$ cat config.mk
export PLATFORM = sky130hd
export DESIGN_NAME = bcd_stopwatch
export DESIGN_NICKNAME = d
export VERILOG_FILES = /design/src/rtl/bcd_stopwatch_pkg.sv /design/src/rtl/bcd_stopwatch_btn_pulse.sv /design/src/rtl/bcd_stopwatch.sv
export SDC_FILE = /design/constraint.sdc
export NUM_CORES = 1
export LEC_CHECK = 0
export CAP_MARGIN = 20
export CORE_UTILIZATION = 60
export CTS_BUF_LIST = sky130_fd_sc_hd__clkbuf_8
export DETAILED_ROUTE_END_ITERATION = 12
export PLACE_DENSITY = 0.8
export SLEW_MARGIN = 20
export SYNTH_ARGS = -nofsm -noshare
export SYNTH_HDL_FRONTEND = slang
export SYNTH_SLANG_ARGS = --single-unit
$ cat constraint.sdc
create_clock -name clk -period 2 [get_ports clk]
set_input_delay 0.4 -clock clk [delete_from_list [all_inputs] [get_ports clk]]
set_output_delay 0.4 -clock clk [all_outputs]
set_load 0.05 [all_outputs]
$ cat src/rtl/bcd_stopwatch_pkg.sv
// Shared definitions for the BCD stopwatch: FSM state encoding, BCD digit
// limits and default timing parameters (125 MHz clock, 10 ms tick).
package bcd_stopwatch_pkg;

    typedef enum logic [1:0] {
        IDLE  = 2'd0,
        RUN   = 2'd1,
        PAUSE = 2'd2
    } state_t;

    localparam logic [3:0] BCD_MAX        = 4'd9;
    localparam logic [3:0] BCD_MAX_TENS   = 4'd5;

    localparam int unsigned DEF_CLK_DIV    = 1250000;
    localparam int unsigned DEF_DEB_CYCLES = 1250000;

endpackage

$ cat src/rtl/bcd_stopwatch_btn_pulse.sv
// Button conditioner: 2-flop synchronizer, counting debouncer and
// rising-edge detector producing a single-cycle pulse per accepted press.
module btn_pulse
    import bcd_stopwatch_pkg::*;
#(
    parameter int unsigned DEB_CYCLES = DEF_DEB_CYCLES
) (
    input  logic clk,
    input  logic rst,
    input  logic btn,
    output logic pulse
);

    localparam int unsigned CW = (DEB_CYCLES > 1) ? $clog2(DEB_CYCLES) : 1;

    logic          sync1;
    logic          sync2;
    logic          stable;
    logic [CW-1:0] cnt;

    // Bring the asynchronous button into the clk domain
    always_ff @(posedge clk) begin
        if (!rst) begin
            sync1 <= 1'b0;
            sync2 <= 1'b0;
        end else begin
            sync1 <= btn;
            sync2 <= sync1;
        end
    end

    // Accept a new level after DEB_CYCLES equal samples; pulse on an accepted rise
    always_ff @(posedge clk) begin
        if (!rst) begin
            stable <= 1'b0;
            cnt    <= '0;
            pulse  <= 1'b0;
        end else begin
            pulse <= 1'b0;
            if (sync2 == stable) begin
                cnt <= '0;
            end else if (cnt == CW'(DEB_CYCLES - 1)) begin
                cnt    <= '0;
                stable <= sync2;
                pulse  <= sync2;
            end else begin
                cnt <= cnt + 1'b1;
            end
        end
    end

endmodule

$ cat src/rtl/bcd_stopwatch.sv
// Four-digit BCD stopwatch (SS.hh, saturating at 59.99) with debounced
// start/stop and clear buttons. Defining BCD_STOPWATCH_LAP_EN adds a lap
// button that freezes the displayed value while the count keeps running.
module bcd_stopwatch
    import bcd_stopwatch_pkg::*;
#(
    parameter int unsigned CLK_DIV    = DEF_CLK_DIV,
    parameter int unsigned DEB_CYCLES = DEF_DEB_CYCLES
) (
    input  logic       clk,
    input  logic       rst,
    input  logic       btn_start,
    input  logic       btn_clear,
    input  logic       btn_lap,
    output logic [3:0] digit4,
    output logic [3:0] digit3,
    output logic [3:0] digit2,
    output logic [3:0] digit1,
    output logic       running,
    output logic       overflow
);

    localparam int unsigned PW = (CLK_DIV > 1) ? $clog2(CLK_DIV) : 1;

    state_t        state_q;
    state_t        state_d;
    logic          start_p;
    logic          clear_p;
    logic [PW-1:0] presc_q;
    logic          tick;
    logic          at_max;
    logic          overflow_q;
    logic [3:0]    d1_q, d2_q, d3_q, d4_q;

    btn_pulse #(.DEB_CYCLES(DEB_CYCLES)) u_start (
        .clk(clk), .rst(rst), .btn(btn_start), .pulse(start_p)
    );

    btn_pulse #(.DEB_CYCLES(DEB_CYCLES)) u_clear (
        .clk(clk), .rst(rst), .btn(btn_clear), .pulse(clear_p)
    );

    assign tick   = (state_q == RUN) && (presc_q == PW'(CLK_DIV - 1));
    assign at_max = (d4_q == BCD_MAX_TENS) && (d3_q == BCD_MAX) &&
                    (d2_q == BCD_MAX) && (d1_q == BCD_MAX);

    // FSM state register
    always_ff @(posedge clk) begin
        if (!rst) state_q <= IDLE;
        else      state_q <= state_d;
    end

    // FSM next state: clear wins; saturation forces PAUSE; overflow blocks resume
    always_comb begin
        state_d = state_q;
        if (clear_p) begin
            state_d = IDLE;
        end else begin
            case (state_q)
                IDLE:    if (start_p) state_d = RUN;
                RUN:     if (start_p || (tick && at_max)) state_d = PAUSE;
                PAUSE:   if (start_p && !overflow_q) state_d = RUN;
                default: state_d = IDLE;
            endcase
        end
    end

    // FSM outputs
    always_comb begin
        running = (state_q == RUN);
    end

    // Prescaler: counts in RUN, holds in PAUSE, zero in IDLE
    always_ff @(posedge clk) begin
        if (!rst || clear_p || state_q == IDLE) begin
            presc_q <= '0;
        end else if (state_q == RUN) begin
            presc_q <= tick ? '0 : presc_q + 1'b1;
        end
    end

    // BCD counter with ripple carry; saturates at 59.99 and sets overflow
    always_ff @(posedge clk) begin
        if (!rst || clear_p) begin
            d1_q       <= '0;
            d2_q       <= '0;
            d3_q       <= '0;
            d4_q       <= '0;
            overflow_q <= 1'b0;
        end else if (tick) begin
            if (at_max) begin
                overflow_q <= 1'b1;
            end else if (d1_q != BCD_MAX) begin
                d1_q <= d1_q + 4'd1;
            end else begin
                d1_q <= '0;
                if (d2_q != BCD_MAX) begin
                    d2_q <= d2_q + 4'd1;
                end else begin
                    d2_q <= '0;
                    if (d3_q != BCD_MAX) begin
                        d3_q <= d3_q + 4'd1;
                    end else begin
                        d3_q <= '0;
                        d4_q <= (d4_q == BCD_MAX_TENS) ? 4'd0 : d4_q + 4'd1;
                    end
                end
            end
        end
    end

    assign overflow = overflow_q;

`ifdef BCD_STOPWATCH_LAP_EN
    logic       lap_p;
    logic       lap_q;
    logic [3:0] l1_q, l2_q, l3_q, l4_q;

    btn_pulse #(.DEB_CYCLES(DEB_CYCLES)) u_lap (
        .clk(clk), .rst(rst), .btn(btn_lap), .pulse(lap_p)
    );

    // Lap latch: toggled by lap pulses in RUN, dropped when RUN is left or cleared
    always_ff @(posedge clk) begin
        if (!rst || clear_p || state_q != RUN) begin
            lap_q <= 1'b0;
            l1_q  <= '0;
            l2_q  <= '0;
            l3_q  <= '0;
            l4_q  <= '0;
        end else if (lap_p) begin
            lap_q <= !lap_q;
            l1_q  <= d1_q;
            l2_q  <= d2_q;
            l3_q  <= d3_q;
            l4_q  <= d4_q;
        end
    end

    // Display mux: frozen lap value or live count
    always_comb begin
        digit1 = lap_q ? l1_q : d1_q;
        digit2 = lap_q ? l2_q : d2_q;
        digit3 = lap_q ? l3_q : d3_q;
        digit4 = lap_q ? l4_q : d4_q;
    end
`else
    logic lap_unused;
    assign lap_unused = btn_lap;

    // Display always shows the live count
    always_comb begin
        digit1 = d1_q;
        digit2 = d2_q;
        digit3 = d3_q;
        digit4 = d4_q;
    end
`endif

endmodule

# == After elaboration in Yosys (flattened, before gate mapping) ==
# Cells that the tools add are included.
# op_classes
addsub,7
n_eq_ne,17
mux,9
n_bitwise,9
reduce_logical,25
# op_table
cell,count
adder 21 x 1 -> 21 bit (second input constant),3
equality test 21 bit (second input constant),3
two-way mux 21 bit,1
adder 4 x 1 -> 4 bit (second input constant),4
two-way mux 4 bit,4
equality test 4 bit (second input constant),3
inequality test 4 bit (second input constant),3
OR reduction 3 bit,4
inverter 1 bit,9
AND reduction 2 bit,4
logical AND 1 bit,6
two-way mux 2 bit,3
one-hot mux 2 bit (3 select lines),1
AND reduction 3 bit,2
AND reduction 5 bit,1
equality test 4 x 3 -> 1 bit (second input constant),1
inequality test 2 x 1 -> 1 bit (second input constant),2
AND reduction 4 bit,1
logical OR 1 bit,3
equality test 1 bit,2
equality test 2 x 1 -> 1 bit (second input constant),1
equality test 2 bit (second input constant),1
logical NOT 1 bit,2
logical NOT 2 bit,1
2 further kinds,2
# word_totals
regBits,90
output_inout_bits,18
wordCells,84

# == Longest topological paths before layout ==
# depth
word_depth,8
depth_mapped,8
mapped_depth_nobuf,6

# == Cells and area by module ==
# From an unflattened synthesis, not the netlist that was laid out.
# hier_totals
cells_unflattened,484
hier_area_um2,4341.7
# by_module_without_submodules
module,n_inst,cells_each,area_per_inst_um2,seq_area_each_um2
bcd_stopwatch,1,236,2084.5,800.8
btn_pulse at u_start,1,127,1146.1,500.5
btn_pulse at u_clear,1,121,1111.1,500.5

# == Worst setup path after synthesis ==
# Ideal clock, no wire load.
# synth_timing
path_type,reg-to-reg
from,"reg d1_q[0], in the netlist digit1[0]"
to,reg state_q[0]
arrival_time_ns,1.944
path_slack_ns,-0.060
stages_incl_launch_ff,6
n_path_buf,0
synth_period_minus_slack_ns,2.060
cell_sequence,dfxtp_1 and4bb_2 nand4_2 or2_2 o21a_1 a31o_2
# synth_via
elab_chain_len,6
# synth_rtl
item,line_no,rtl
"start, declared",bcd_stopwatch.sv:33,"logic [3:0] d1_q, d2_q, d3_q, d4_q;"
"start signal, assigned",bcd_stopwatch.sv:94,d1_q <= d1_q + 4'd1;
equality test 4 bit,bcd_stopwatch.sv:45,(d2_q == BCD_MAX) && (d1_q == BCD_MAX);
logical AND 1 bit,bcd_stopwatch.sv:45,
logical AND 1 bit,bcd_stopwatch.sv:61,RUN: if (start_p || (tick && at_max)) state_d = PAUSE;
logical OR 1 bit,bcd_stopwatch.sv:61,
inequality test 2 x 1 -> 1 bit (no line),--,
AND reduction 3 bit (no line),--,
"end signal, assigned",bcd_stopwatch.sv:50,else state_q <= state_d;
"end, declared",bcd_stopwatch.sv:25,state_t state_q;
# Every way passes these cells.
# A chain may end at the register's enable or synchronous reset.

# == Final worst setup path ==
# layout_timing
from,reg presc_q[13]
to,"reg d2_q[3], in the netlist digit2[3]"
# layout_via
elab_chain_len,3
# layout_rtl
item,line_no,rtl
"start, declared",bcd_stopwatch.sv:29,logic [PW-1:0] presc_q;
"start signal, assigned",bcd_stopwatch.sv:78,presc_q <= tick ? '0 : presc_q + 1'b1;
equality test 21 bit,bcd_stopwatch.sv:43,assign tick = (state_q == RUN) && (presc_q == PW'(CLK_DIV - 1));
logical AND 1 bit,bcd_stopwatch.sv:43,
AND reduction 3 bit (no line),--,
"end signal, assigned",bcd_stopwatch.sv:98,d2_q <= d2_q + 4'd1;
"end, declared",bcd_stopwatch.sv:33,
# Every way passes these cells.

==> flow_summary.json <==
{
  "holdCritPathClass": "flop to flop",
  "drt-pass1-iter-count": 8,
  "postSynthCellCount": 466,
  "root_buffer": "clkbuf_8",
  "maxSlewHeadroom": 0.628,
  "synthTopCellsByArea": "dfxtp_1 44%, nor2_1 7.5%, xnor2_1 6.4%",
  "die_x_um": 84.8,
  "path_class": "flop to flop",
  "dp.cells": 570,
  "cts.path.max_buffers": 2,
  "antenna_found_initial": 0,
  "num_rows": 29,
  "hp-start": "u_start.sync1$_SDFF_PN0_",
  "ys_warn_count": 0,
  "tightest_slew_ns": 0.558,
  "ys_types": 52,
  "grt_pass1_wl_um": 13500,
  "diodes": 0,
  "ir_drop_uv": 586,
  "area_growth_syn_to_layout_pct": 16.8,
  "wire_per_inst_um": 13.4,
  "arrival_ns": 2.21,
  "worst_path_largest_cell_delay_ns": 0.37,
  "cts_sinks": 90,
  "cp_slowest_cell": "dfxtp_4",
  "clock_skew_ns": 0.0105,
  "stdcell_area_sq_um": 4800,
  "grt_max_degree": 22,
  "cts-buffers-inserted": 9,
  "via_count": 3297,
  "cts_hold_buf": 0,
  "grt_usage": 0.234,
  "fmax_mhz": 510,
  "insertion_delay_ns": 0.35,
  "design.portCount": 23,
  "yosysTopAreaCellShare": 0.438,
  "clk_pin_slew_ns": 0.09,
  "total_power_w": 0.00303,
  "viasPerCell": 5.57,
  "h-tree-depth": 3,
  "wl_um": 7920,
  "layout_min_cycle_time_ns": 1.96,
  "fin_hold_ws_ns": 0.444,
  "synth.avg_cell_area_sq_um": 8.82,
  "start_util": 0.633,
  "die_area_sq_um": 7190,
  "worstPathMaxFanout": 5,
  "r2r_start": "presc_q[13]$_SDFFE_PP0P_",
  "io_buffers": 21,
  "crit_family": "simple AND/OR/NAND/NOR gates",
  "drt-initial-drc-count": 140,
  "critical_path.cell_chain": "nor4b_4, nand4_2, buf_6, nor4b_4, buf_6, nand2_2, a32o_1",
  "hold_viol_final": 0,
  "path_buf_inv": 2,
  "postPlaceCellArea_sq_um": 4500,
  "ys_ff_latch": 90,
  "cp-startpoint": "presc_q[13]$_SDFFE_PP0P_",
  "yosys.area.top_type": "dfxtp_1",
  "die-height_um": 84.8,
  "slew_viol_final": 0,
  "status": "finished, violations left",
  "worstPathRequired_ns": 2.25,
  "setup_viol": 0,
  "grt_setup_unrepaired": "true",
  "drc_errors": 2,
  "synth_area_sq_um": 4110,
  "gp_congestion": 0.820,
  "fin_cells": 592,
  "end_kind": "flop",
  "syn_nets": 474,
  "synth-edff-count": 0,
  "async_flop_share": 0,
  "cts_tree": "built",
  "synthFlopType": "dfxtp_1",
  "first_global_vias": 3032,
  "globalRouteOverflowTotal": 0,
  "core_sq_um": 6490,
  "p_leak_nw": 1.72,
  "ant_nets": 0,
  "place.detailed.hpwl_um": 5430,
  "nets": 518,
  "ys_seq_area_frac": 0.438,
  "finalCritPeriodShare": 0.980,
  "cap_violations": 0,
  "startpoint_type": "flop",
  "drive_gt1_frac": 0.144,
  "power_density_nw_per_um2": 630,
  "violations": "DRC"
}
## repair_timing
item                                    4_1_cts  5_1_grt
hold endpoints to repair                      0        0
pin swaps                                     0        8
cloned                                        0        1
endpoints found under the setup margin       27       30
gates resized for setup                       9       21
setup buffers                                 2        3
## cell usage in the layout (no fill, tap or decap), types with 4 or more instances in the layout
cell type        netlist  layout
nand2_1               42      41
clkbuf_8               0       9
dlygate4sd2_1          0       7
dlymetal6s2s_1         0       5
mux2i_1                7       7
nand3b_1               4       4
xor2_1                30      30
and4_1                 7       7
and2_1                 8       8
xnor2_1               30      30
nor2b_1                5       5
dfxtp_2                0       5
clkdlybuf4s50_1        0       6
and3_1                 7       7
dfxtp_1               90      84
nand4_1               17      17
inv_1                 14      16
a21oi_1               11       8
and4bb_2               4       4
nand3_1               23      23
nor4_1                10      10
buf_4                  1      24
nor3_1                16      16
a31o_2                 4       4
nor2_1                82      82
## registers in the layout (all words and copies together) (netlist names)
signal / flops
presc_q: 21
u_clear.cnt: 21
u_start.cnt: 21
digit1: 4
digit2: 4
digit3: 4
digit4: 4
state_q: 2
overflow: 1
u_clear.pulse: 1
u_clear.stable: 1
u_clear.sync1: 1
u_clear.sync2: 1
u_start.pulse: 1
u_start.stable: 1
u_start.sync1: 1
u_start.sync2: 1
## synth_stat cells, types with 4 or more instances
master and n:
xor2_1 30, and3_1 7, and2_1 8, nor2_1 82, nand2_1 42, nor2b_1 5
dfxtp_1 90, clkbuf_1 8, inv_1 14, mux2i_1 7, nand3_1 23, nand4_1 17
a31o_2 4, and4_1 7, xnor2_1 30, nand3b_1 4, nor4_1 10, and4bb_2 4
a21oi_1 11, nor3_1 16
## per-stage QoR
step	setup TNS (ns)	setup slack, ns	util
floorplan	0	0.0576	-
global placement	0	0.0512	0.694
detailed placement	-0.702	-0.0516	0.694
CTS	0	0.00827	0.725
global route	-0.120	-0.0317	0.739
finish	0	0.0410	0.739
## worst reg2reg max path: stages, from the launching register on
cell and delay [ns]:
dfxtp_4 0.37, nor4b_4 0.32, nand4_2 0.17, buf_6 0.16, nor4b_4 0.35, buf_6 0.18
nand2_2 0.05, a32o_1 0.25
## cell families after synthesis
family / share of synthesized area
and+or+nand+nor: 0.321
DFF: 0.438
xor gates and xnor gates: 0.128
muxes: 0.0170
buffers and inverters: 0.0283
AOI/OAI and AO/OA: 0.0581
adders and majority gates: 0.00913
## final timing paths
check	endpoint	slack, ns	cells after the start
max reg2reg	digit2[3]$_SDFFE_PP0P_	0.04	7
max	digit2[3]$_SDFFE_PP0P_	0.04	7
min reg2reg	u_start.sync2$_SDFF_PN0_	0.44	1
min	u_start.sync2$_SDFF_PN0_	0.44	1
## area by class of cell
class                           count  area, sq um
Fill cell                         493         1690
Tap cell                           77         96.3
Timing Repair Buffer               46          418
Multi-Input combinational cell    349         2240
Clock inverter                      7         62.6
Clock buffer                        9          124
Inverter                           14         52.6
Sequential cell                    90         1810
## where the power goes
group	internal [W]	leakage (nW)	switching (W)
registers	0.00179	0.729	0.00000293
logic	0.0000179	0.891	0.0000258
clock network	0.000564	0.0976	0.000621
## routing by layer
layer  vias up  GRT usage  part of all wire
met2        50      0.393              0.48
met5         -          0                 0
met4         0     0.0940             0.018
li1       1695          -                 -
met3        11     0.0570             0.033
met1      1541      0.287              0.47
(Power assumes the default switching activity.)
